File: src/rtl/shift_pkg.sv
// Shared op codes, FSM state encoding and default widths for the multicycle shifter.
package shift_pkg;

    localparam int unsigned DATA_W  = 32;
    localparam int unsigned SHAMT_W = 5;
    localparam int unsigned OP_W    = 3;

    localparam logic [OP_W-1:0] OP_SLL = 3'b000;
    localparam logic [OP_W-1:0] OP_SRL = 3'b001;
    localparam logic [OP_W-1:0] OP_SRA = 3'b010;
    localparam logic [OP_W-1:0] OP_ROR = 3'b011;
    localparam logic [OP_W-1:0] OP_ROL = 3'b100;

    typedef enum logic [1:0] {
        ST_IDLE  = 2'b00,
        ST_SHIFT = 2'b01,
        ST_DONE  = 2'b10
    } state_e;

    // Codes above ROL are reserved and treated as pass-through.
    function automatic logic op_valid(input logic [OP_W-1:0] op);
        return op <= OP_ROL;
    endfunction

endpackage

File: src/rtl/shift_unit_if.sv
// Request/response bundle between the control unit and the shifter.
interface shift_unit_if;
    import shift_pkg::*;

    logic               SHIFT_START;
    logic [OP_W-1:0]    SHIFT_OP;
    logic [SHAMT_W-1:0] SHIFT_AMT;
    logic [DATA_W-1:0]  SHIFT_IN;
    logic               SHIFT_BUSY;
    logic               SHIFT_DONE;
    logic [DATA_W-1:0]  shift_reg_output;

    modport master (
        output SHIFT_START, SHIFT_OP, SHIFT_AMT, SHIFT_IN,
        input  SHIFT_BUSY, SHIFT_DONE, shift_reg_output
    );

    modport slave (
        input  SHIFT_START, SHIFT_OP, SHIFT_AMT, SHIFT_IN,
        output SHIFT_BUSY, SHIFT_DONE, shift_reg_output
    );

endinterface

File: src/rtl/shift_step.sv
// Single-bit shift/rotate of a value; reserved op codes leave the value unchanged.
module shift_step
    import shift_pkg::*;
(
    input  logic [DATA_W-1:0] value,
    input  logic [OP_W-1:0]   op,
    output logic [DATA_W-1:0] stepped_c
);

    always_comb begin
        stepped_c = value;
        case (op)
            OP_SLL:  stepped_c = {value[DATA_W-2:0], 1'b0};
            OP_SRL:  stepped_c = {1'b0, value[DATA_W-1:1]};
            OP_SRA:  stepped_c = {value[DATA_W-1], value[DATA_W-1:1]};
            OP_ROR:  stepped_c = {value[0], value[DATA_W-1:1]};
            OP_ROL:  stepped_c = {value[DATA_W-2:0], value[DATA_W-1]};
            default: stepped_c = value;
        endcase
    end

endmodule

File: src/rtl/shift_unit.sv
// Multicycle shifter: one bit per clock under a counter-driven FSM, result held
// after a one-cycle done pulse for selection into the write-back mux.
module shift_unit
    import shift_pkg::*;
(
    input  logic         clk,
    input  logic         reset,
    shift_unit_if.slave  bus
);

    state_e             state, state_next;
    logic [SHAMT_W-1:0] cnt, cnt_next;
    logic [OP_W-1:0]    op_q, op_next;
    logic [DATA_W-1:0]  result, result_next;
    logic [DATA_W-1:0]  stepped_c;
    logic               busy, done;

    shift_step u_step (
        .value     (result),
        .op        (op_q),
        .stepped_c (stepped_c)
    );

    always_ff @(posedge clk or posedge reset) begin
        if (reset) begin
            state  <= ST_IDLE;
            cnt    <= '0;
            op_q   <= OP_SLL;
            result <= '0;
            busy   <= 1'b0;
            done   <= 1'b0;
        end else begin
            state  <= state_next;
            cnt    <= cnt_next;
            op_q   <= op_next;
            result <= result_next;
            busy   <= (state_next != ST_IDLE);
            done   <= (state_next == ST_DONE);
        end
    end

    always_comb begin
        state_next  = state;
        cnt_next    = cnt;
        op_next     = op_q;
        result_next = result;
        case (state)
            ST_IDLE: begin
                if (bus.SHIFT_START) begin
                    result_next = bus.SHIFT_IN;
                    cnt_next    = bus.SHIFT_AMT;
                    op_next     = bus.SHIFT_OP;
                    // Zero count and reserved codes skip straight to DONE as pass-through.
                    if ((bus.SHIFT_AMT != '0) && op_valid(bus.SHIFT_OP)) begin
                        state_next = ST_SHIFT;
                    end else begin
                        state_next = ST_DONE;
                    end
                end
            end
            ST_SHIFT: begin
                result_next = stepped_c;
                cnt_next    = cnt - SHAMT_W'(1);
                if (cnt == SHAMT_W'(1)) begin
                    state_next = ST_DONE;
                end
            end
            ST_DONE: begin
                state_next = ST_IDLE;
            end
            default: begin
                state_next = ST_IDLE;
            end
        endcase
    end

    assign bus.SHIFT_BUSY       = busy;
    assign bus.SHIFT_DONE       = done;
    assign bus.shift_reg_output = result;

endmodule

File: src/flat_wrapper.sv
// flat-port wrapper written by rule: the top's interface ports become plain ports
module shift_unit_flat import shift_pkg::*;
  (clk, reset, bus_SHIFT_START, bus_SHIFT_OP, bus_SHIFT_AMT, bus_SHIFT_IN, bus_SHIFT_BUSY, bus_SHIFT_DONE, bus_shift_reg_output);
  shift_unit_if bus_i ();
  input  logic clk;
  input  logic reset;
  input wire logic [$bits(bus_i.SHIFT_START)-1:0] bus_SHIFT_START;
  input wire logic [$bits(bus_i.SHIFT_OP)-1:0] bus_SHIFT_OP;
  input wire logic [$bits(bus_i.SHIFT_AMT)-1:0] bus_SHIFT_AMT;
  input wire logic [$bits(bus_i.SHIFT_IN)-1:0] bus_SHIFT_IN;
  output wire logic [$bits(bus_i.SHIFT_BUSY)-1:0] bus_SHIFT_BUSY;
  output wire logic [$bits(bus_i.SHIFT_DONE)-1:0] bus_SHIFT_DONE;
  output wire logic [$bits(bus_i.shift_reg_output)-1:0] bus_shift_reg_output;
  assign bus_i.SHIFT_START = bus_SHIFT_START;
  assign bus_i.SHIFT_OP = bus_SHIFT_OP;
  assign bus_i.SHIFT_AMT = bus_SHIFT_AMT;
  assign bus_i.SHIFT_IN = bus_SHIFT_IN;
  assign bus_SHIFT_BUSY = bus_i.SHIFT_BUSY;
  assign bus_SHIFT_DONE = bus_i.SHIFT_DONE;
  assign bus_shift_reg_output = bus_i.shift_reg_output;
  shift_unit u_core (.clk(clk), .reset(reset), .bus(bus_i));
endmodule
File: config.mk
export PLATFORM = sky130hd
export DESIGN_NAME = shift_unit_flat
export DESIGN_NICKNAME = d
export VERILOG_FILES = /design/src/rtl/shift_pkg.sv /design/src/rtl/shift_unit_if.sv /design/src/rtl/shift_step.sv /design/src/rtl/shift_unit.sv /design/src/flat_wrapper.sv
export SDC_FILE = /design/constraint.sdc
export NUM_CORES = 1
export LEC_CHECK = 0
export ABC_AREA = 0
export CAP_MARGIN = 5
export CELL_PAD_IN_SITES_DETAIL_PLACEMENT = 2
export CELL_PAD_IN_SITES_GLOBAL_PLACEMENT = 2
export CORE_ASPECT_RATIO = 1.1
export CORE_MARGIN = 1.5
export CORE_UTILIZATION = 30
export CTS_BUF_LIST = sky130_fd_sc_hd__clkbuf_8 sky130_fd_sc_hd__clkbuf_16
export CTS_CLUSTER_DIAMETER = 200
export DETAILED_ROUTE_END_ITERATION = 8
export PLACE_DENSITY_LB_ADDON = 0.25
export SKIP_CTS_REPAIR_TIMING = 1
export SLEW_MARGIN = 20
export SYNTH_ARGS = -nofsm -noshare
export SYNTH_HDL_FRONTEND = slang
export SYNTH_HIERARCHICAL = 1
export SYNTH_SLANG_ARGS = --single-unit
export TNS_END_PERCENT = 10
File: constraint.sdc
create_clock -name clk -period 2.3 [get_ports clk]
set_clock_uncertainty 0.2 [all_clocks]
set_input_delay 0.575 -clock clk [delete_from_list [all_inputs] [get_ports clk]]
set_output_delay 0.575 -clock clk [all_outputs]
set_load 0.02 [all_outputs]
==> Word-level counts from Yosys, hierarchy flattened <==
Cells that the tools add are included.
{ "totals": {"regBits": 44} }
{ "classes": {"n_eq_ne": 11, "add_sub_neg": 1, "order_cmp": 1, "n_reduce_logical": 10, "mux": 9} }
{ "ops": {"columns": ["cell", "count"], "rows": [
  ["32-bit one-hot mux with 5 select lines", 1],
  ["32-bit one-hot mux with 2 select lines", 1],
  ["32-bit two-way mux", 1],
  ["5-bit one-hot mux with 2 select lines", 1],
  ["3-bit by 2-bit == test with 1-bit output, second input constant", 2],
  ["2-bit two-way mux", 3],
  ["6-bit inequality test, second input constant", 1],
  ["5-bit by 1-bit == test with 1-bit output, second input constant", 1],
  ["5-bit two-way mux", 1],
  ["5-bit inequality test, second input constant", 1],
  ["5-bit nonzero test", 1],
  ["5-bit by 1-bit subtractor with 5-bit output, second input constant", 1],
  ["2-bit inequality test, second input constant", 2],
  ["2-bit one-hot mux with 2 select lines", 1],
  ["2-bit AND reduction", 2],
  ["4-bit AND reduction", 1],
  ["2-bit nonzero test", 2],
  ["3-bit by 1-bit == test with 1-bit output, second input constant", 1],
  ["3-bit == test, second input constant", 1],
  ["3-bit less-or-equal comparator, second input constant", 1],
  ["3-bit zero test", 1],
  ["3-bit AND reduction", 1],
  ["2-bit by 1-bit == test with 1-bit output, second input constant", 1],
  ["2-bit == test, second input constant", 1],
  ["2 further kinds", 2]
]} }

==> Depth between registers and ports, before layout <==
Gate-level depths: netlist of the first run.
{ "logic_depth": {"ltp_word": 6, "mapped_depth": 7, "mapped_depth_nobuf": 5} }

==> By module <==
The synthesis of the first run kept the hierarchy.
{ "modules_own_cells": {"columns": ["module", "cells_each", "area_per_inst_um2", "instances"], "rows": [
  ["shift_unit", 202, 2135.8, 1],
  ["shift_step", 115, 887.1, 1]
]} }

==> Worst setup path after synthesis of the first run <==
OpenSTA, ideal clock, no wires.
{ "synth_path": {"kind": "input to register", "from": "in bus_SHIFT_AMT[2]", "to": "reg u_core.state[0]", "stages": 3, "t_arrival_ns": 1.375, "setup_slack_ns": 0.573, "setup_time_ns": 0.152, "path_cell_list": "or4_1 nor2_1 o32ai_2"} }
{ "synth_between": {"elab_chain_cells": 5} }
{ "synth_lines": {"columns": ["item", "line_no", "text"], "rows": [
  ["start: declaration", "flat_wrapper.sv:9", "input wire logic [$bits(bus_i.SHIFT_AMT)-1:0] bus_SHIFT_AMT;"],
  ["5-bit nonzero test", "shift_unit.sv:54", "if ((bus.SHIFT_AMT != '0) && op_valid(bus.SHIFT_OP)) begin"],
  ["1-bit logical AND", "shift_unit.sv:54", null],
  ["2-bit two-way mux", "shift_unit.sv:54", null],
  ["2-bit two-way mux", "shift_unit.sv:49", "if (bus.SHIFT_START) begin"],
  ["2-bit one-hot mux with 2 select lines", "shift_unit.sv:47", "case (state)"],
  ["via u_core.state_next[0]", "shift_unit.sv:11", "state_e state, state_next;"],
  ["end signal: assignment", "shift_unit.sv:33", "state <= state_next;"],
  ["end: declaration", "shift_unit.sv:11", null]
]} }
The timed path passes the listed nets, and every way through them passes these cells.
A chain may end at the register's enable or synchronous reset.

==> Worst setup path after layout of the first run <==
{ "layout_path": {"from": "reg u_core.result[31] (netlist: u_core/bus.shift_reg_output[31])", "to": "out bus_shift_reg_output[31]"} }
{ "layout_lines": {"columns": ["item", "line_no", "text"], "rows": [
  ["start: declaration", "shift_unit.sv:14", "logic [DATA_W-1:0] result, result_next;"],
  ["start signal: assignment", "shift_unit.sv:36", "result <= result_next;"],
  ["end: declaration", "flat_wrapper.sv:13", "output wire logic [$bits(bus_i.shift_reg_output)-1:0] bus_shift_reg_output;"]
]} }
No word-level cell between the ends.

==> results of run 1 <==
through the flow:
step,area (um2),utilization (%),setup slack (ps)
6_report,3940,40.03,101.3
5_1_grt,3940,40.03,67.85
4_1_cts,3940,40.03,85.70
3_5_place_dp,3859,39.21,-41.20
3_3_place_gp,3859,39.21,2.559
2_1_floorplan,3023,-,493.9
cell families after synthesis:
family	after synthesis	share of synthesized area, %
flip-flops	44	36.42
AO/OA/AOI/OAI	81	19.00
buffers and inverters	35	7.699
AND/OR/NAND/NOR	92	15.19
multiplexers	63	20.86
adder cells (fa/ha/maj)	2	0.8277
metal layers:
metal / up-vias / routed length, um
met5: - / 0
met4: 0 / 99
met3: 8 / 241
met2: 49 / 4587
met1: 1336 / 4132
li1: 1263 / -
layout make-up:
type	instances	area, um2	share of cell area [%]
flip-flops and latches	44	1102	27.98
multi-input cells	238	1702	43.19
inverters	5	18.77	0.4763
repair buffers	86	885.9	22.48
well taps	120	150.1	3.811
clock buffers	5	68.82	1.747
clock inverters	3	12.51	0.3176
registers in the layout (all words and copies together) (netlist names):
signal                       flops
u_core/bus.SHIFT_DONE            1
u_core/op_q                      3
u_core/cnt                       5
u_core/state                     2
u_core/bus.SHIFT_BUSY            1
u_core/bus.shift_reg_output     32
placed cells by master (no fill, tap or decap), types with 2 or more instances in the layout:
| master | Yosys | final |
|---|---|---|
| clkdlybuf4s50_1 | 0 | 76 |
| mux2i_1 | 63 | 63 |
| dfrtp_1 | 44 | 43 |
| nand2_1 | 42 | 42 |
| o21ai_0 | 32 | 32 |
| nor3_1 | 31 | 31 |
| a21oi_2 | 30 | 30 |
| inv_1 | 5 | 6 |
| buf_4 | 5 | 6 |
| clkbuf_8 | 0 | 5 |
| a21oi_1 | 4 | 4 |
| buf_12 | 0 | 4 |
| nor2_1 | 3 | 3 |
| nor2b_4 | 0 | 2 |
| o21ai_1 | 2 | 2 |
| a221o_1 | 2 | 2 |
| or2_2 | 1 | 2 |
| a211oi_1 | 2 | 2 |
| ha_1 | 2 | 2 |
power by group through the flow:
stage | Combinational, uW | Clock [uW] | Sequential (uW)
6_report | 3840 | 490 | 1700
5_1_grt | 4240 | 545 | 1790
4_1_cts | 3900 | 511 | 1720
3_5_place_dp | 3880 | 0 | 1730
3_3_place_gp | 3730 | 0 | 1710
2_1_floorplan | 2460 | 0 | 1900
worst max-delay path by stage:
stage	end	slack, ps	cells after the start
final	bus_shift_reg_output[31]	100	1
after global routing	bus_shift_reg_output[20]	70	1
after CTS	bus_shift_reg_output[31]	90	1
after detailed placement	u_core/cnt[4]	-40	4
after global placement	u_core/cnt[4]	3	4
after floorplan	u_core/bus.SHIFT_BUSY	490	1
==> flow_summary.json, run 1 <==
{
  "hold_depth": 1,
  "drtIter0Drc": 93,
  "seq_power_share_pct": 28.2,
  "drv_slew": 0,
  "crit_path_cell_trace": "clkdlybuf4s50_1",
  "ys.flop_type": "dfrtp_1",
  "p_comb_share_pct": 63.7,
  "synth_area_per_cell_um2": 9.536,
  "grt_use_total_pct": 17.80,
  "intPower_uw": 3092,
  "die_h_um": 108.3,
  "violations": "DRC",
  "grt_pass1_wl_um": 15240,
  "vias_per_cell": 5.301,
  "cp_slowest_cell": "clkdlybuf4s50_1",
  "total_power_uw": 6032,
  "antenna_cells": 0,
  "synth_most_common_cell": "mux2i_1",
  "met2_usage_pct": 31.40,
  "core_um2": 9842,
  "rsz0062_at_grt": "false",
  "max-vdd-ir-drop_mv": 0.5188,
  "setup_viol": 0,
  "drive_above_1_share_pct": 14.96,
  "max_stage_delay_ps": 650,
  "syn2layout_area_growth_pct": 30.34,
  "drc": 5,
  "clockBufferDepth": 2,
  "r2r_end": "u_core/bus.shift_reg_output[30]",
  "holdWs_ps": 352.5,
  "firstDrtPassIters": 6,
  "switchingPower_uw": 2940,
  "crit_buf_inv": 1,
  "hp-start": "u_core/cnt[3]",
  "path_clk_slew_ps": 90,
  "numCtsBuffers": 5,
  "syn-num-nets": 362,
  "startpoint": "u_core/bus.shift_reg_output[31]",
  "max_freq_mhz": 454.8,
  "io-pin-count": 77,
  "post_drt_wl_per_cell_um": 18.09,
  "synth_area_um2": 3023,
  "startpoint_type": "flop",
  "required_ps": 1520,
  "fin_crit_ps": 2199,
  "grtUsageMet1_pct": 23.48,
  "yosysSeqAreaShare_pct": 36.42,
  "detail-route-antenna-nets": 0,
  "netlist.area_leader.share_pct": 36.42,
  "place.gp.congestion": 0.7201,
  "met3_usage_pct": 1.875,
  "pwr-share-clk_pct": 8.1,
  "synth-seq-cells": 44,
  "yosysTopAreaCell": "dfrtp_1",
  "hold_viol_final": 0,
  "via_count": 2656,
  "dp_hpwl_um": 6123,
  "die-area_um2": 10690,
  "grt_max_degree": 52,
  "p_per_area_nw_per_um2": 1531,
  "whs_endpoint": "u_core/cnt[3]",
  "grt.busiest_layer": "met2",
  "synthArstFlopShare_pct": 100.0,
  "outcome": "finished with violations",
  "htree_levels": 2,
  "finalCritPeriodShare_pct": 95.59,
  "clk_latency_ps": 300,
  "rows": 38,
  "die_w_um": 98.71,
  "grt-ovfl-total": 0,
  "num-fill-cells": 1077,
  "routed_wl_um": 9061,
  "critPathArrivalTime_ps": 1420,
  "reg2reg_depth": 3,
  "maxSlewHeadroom_pct": 35.64,
  "path_max_fanout": 6,
  "end_kind": "output pin",
  "tightestPinTransition_ps": 965.5,
  "port_buffers": 76,
  "layout.nets": 425,
  "antenna_found_initial": 0,
  "place_inst": 493,
  "rrSetupSlack_ps": 440,
  "cts_tree": "done",
  "path_delay_family": "buffers and inverters",
  "layoutNonFillerInstCount": 501,
  "yosys-top-cells-area": "dfrtp_1 (36%), mux2i_1 (21%), a21oi_2 (8.7%)",
  "setup_tns_ps": 0,
  "initial_utilization_pct": 30.71,
  "crit_type": "flop to output pin",
  "postSynthCellCount": 317,
  "yosysWarnings": 6,
  "p_leak_uw": 0.001625,
  "maxCapViolations": 0,
  "grt_pass1_vias": 2954,
  "cts_root_buffer": "clkbuf_8",
  "synth-edff-count": 0,
  "r2r_start": "u_core/state[0]",
  "ys_top_cells_by_count": "mux2i_1 (63), dfrtp_1 (44), nand2_1 (42)",
  "swShare_pct": 48.74,
  "synth_cell_type_count": 42,
  "hp-class": "flop to flop",
  "cts.sinks": 44
}
No activity file was read; power rests on OpenSTA's default activity.
==> run 2, diff against run 1 <==
- CAP_MARGIN: 5 -> 15
==> results of run 2 <==
Final layout, timing and power as in run 1 (identical DEF).
==> run 3, diff against run 2 <==
- CORE_ASPECT_RATIO: 1.1 -> default
==> run 3 against run 2 <==
The run now ends clean; wire length fell by 3.1%; first-iteration DRC count shrank 45%; critical endpoint unchanged; cell count grew 2.4%; clock-buffer cell count stayed put; flip-flop and latch count unchanged; critical path depth is the same; clock power increased by 69%; sequential share of layout area fell by 0.51 points; total power is 5.4% higher; non-clock buffer count is 1 lower.
==> flow_summary.json, run 3 (same netlist as run 1, synthesis figures left out) <==
{
  "max_stage_delay_ps": 640,
  "met2_usage_pct": 30.52,
  "cp_slowest_cell": "clkdlybuf4s50_1",
  "numCtsBuffers": 5,
  "place_inst": 505,
  "crit_buf_inv": 1,
  "cts.sinks": 44,
  "p_leak_uw": 0.001645,
  "final_common_cell": "clkdlybuf4s50_1",
  "core_um2": 9774,
  "grt-ovfl-total": 0,
  "grtUsageMet1_pct": 22.37,
  "via_count": 2603,
  "path_max_fanout": 6,
  "grt_use_total_pct": 17.09,
  "layoutNonFillerInstCount": 513,
  "max_freq_mhz": 458.3,
  "intPower_uw": 3428,
  "io-pin-count": 77,
  "drive_above_1_share_pct": 15.26,
  "antenna_cells": 0,
  "startpoint_type": "flop",
  "cts_root_buffer": "clkbuf_8",
  "die_h_um": 103.4,
  "required_ps": 1520,
  "place.gp.congestion": 0.8028,
  "grt_pass1_wl_um": 14260,
  "die-area_um2": 10690,
  "initial_utilization_pct": 30.93,
  "clk_latency_ps": 290,
  "max-vdd-ir-drop_mv": 0.6574,
  "layout.nets": 424,
  "htree_levels": 2,
  "end_kind": "output pin",
  "crit_path_cell_trace": "clkdlybuf4s50_1",
  "syn2layout_area_growth_pct": 32.78,
  "rsz0062_at_grt": "false",
  "port_buffers": 76,
  "met3_usage_pct": 2.083,
  "setup_tns_ps": 0,
  "placed_cell_area_um2": 3855,
  "final_cell_mix": "clkdlybuf4s50_1 (76), mux2i_1 (63), dfrtp_1 (43)",
  "vias_per_cell": 5.074,
  "rows": 36,
  "maxCapViolations": 0,
  "tightestPinTransition_ps": 997.5,
  "cts_tree": "done",
  "postLayoutCoreUtil_pct": 41.07,
  "clockBufferDepth": 2,
  "finalCritPeriodShare_pct": 94.87,
  "antenna_found_initial": 0,
  "drv_slew": 0,
  "switchingPower_uw": 2928,
  "crit_type": "flop to output pin",
  "critPathArrivalTime_ps": 1410,
  "p_per_area_nw_per_um2": 1584,
  "maxSlewHeadroom_pct": 33.50,
  "grt_max_degree": 69,
  "total_power_uw": 6356,
  "stdcell_area_um2": 4014,
  "fin_crit_ps": 2182,
  "dp_hpwl_um": 5962,
  "drtIter0Drc": 51,
  "firstDrtPassIters": 4,
  "setup_viol": 0,
  "drc": 0,
  "swShare_pct": 46.07,
  "hold_viol_final": 0,
  "outcome": "complete, no violations",
  "path_delay_family": "buffers and inverters",
  "p_comb_share_pct": 60.2,
  "pwr-share-clk_pct": 13.0,
  "largest_register_ffs": 32,
  "path_clk_slew_ps": 90,
  "detail-route-antenna-nets": 0,
  "grt.busiest_layer": "met2",
  "seq_power_share_pct": 26.7,
  "grt_pass1_vias": 2865,
  "routed_wl_um": 8780,
  "post_drt_wl_per_cell_um": 17.12,
  "die_w_um": 103.4,
  "hp-class": "flop to flop"
}
## run 3: metrics by stage
stage	hold slack (ps)	worst slack, ps
floorplan	240.1	493.9
global placement	312.2	0.5951
detailed placement	315.2	-27.72
CTS	329.1	100.0
global route	354.7	59.11
finish	328.3	118.0
## run 3: area by class of cell
| class | instances | area (um2) |
|---|---|---|
| Clock inverter | 3 | 90.09 |
| Sequential cell | 44 | 1102 |
| Timing Repair Buffer | 85 | 865.8 |
| Fill cell | 1078 | 5761 |
| Clock buffer | 5 | 68.82 |
| Inverter | 5 | 18.77 |
| Tap cell | 133 | 166.4 |
| Multi-Input combinational cell | 238 | 1702 |
## run 3: worst paths after layout
path                                            startpoint                              end  slack [ps]  cells past startpoint
max in group asynchronous                            reset                   u_core/op_q[2]        1240                      3
min in group asynchronous                            reset  u_core/bus.shift_reg_output[20]         430                      3
min reg2reg                                  u_core/cnt[3]                    u_core/cnt[3]         330                      1
max reg2reg                                  u_core/cnt[0]                    u_core/cnt[4]         450                      5
min                                          u_core/cnt[3]                    u_core/cnt[3]         330                      1
max                        u_core/bus.shift_reg_output[31]         bus_shift_reg_output[31]         120                      1
## run 3: power groups by stage
| stage | clock network, uW | registers (uW) | logic (uW) |
|---|---|---|---|
| 6_report | 829 | 1700 | 3830 |
| 5_1_grt | 880 | 1770 | 4230 |
| 4_1_cts | 858 | 1720 | 3900 |
| 3_5_place_dp | 0 | 1730 | 3850 |
| 3_3_place_gp | 0 | 1700 | 3720 |
| 2_1_floorplan | 0 | 1900 | 2460 |
## run 3: metal layers
metal,routed length [um],vias up,share of wire [%]
met1,4066,1298,46
met2,4460,40,51
li1,-,1263,-
met5,0,-,0
met4,35,0,0.40
met3,218,2,2.5
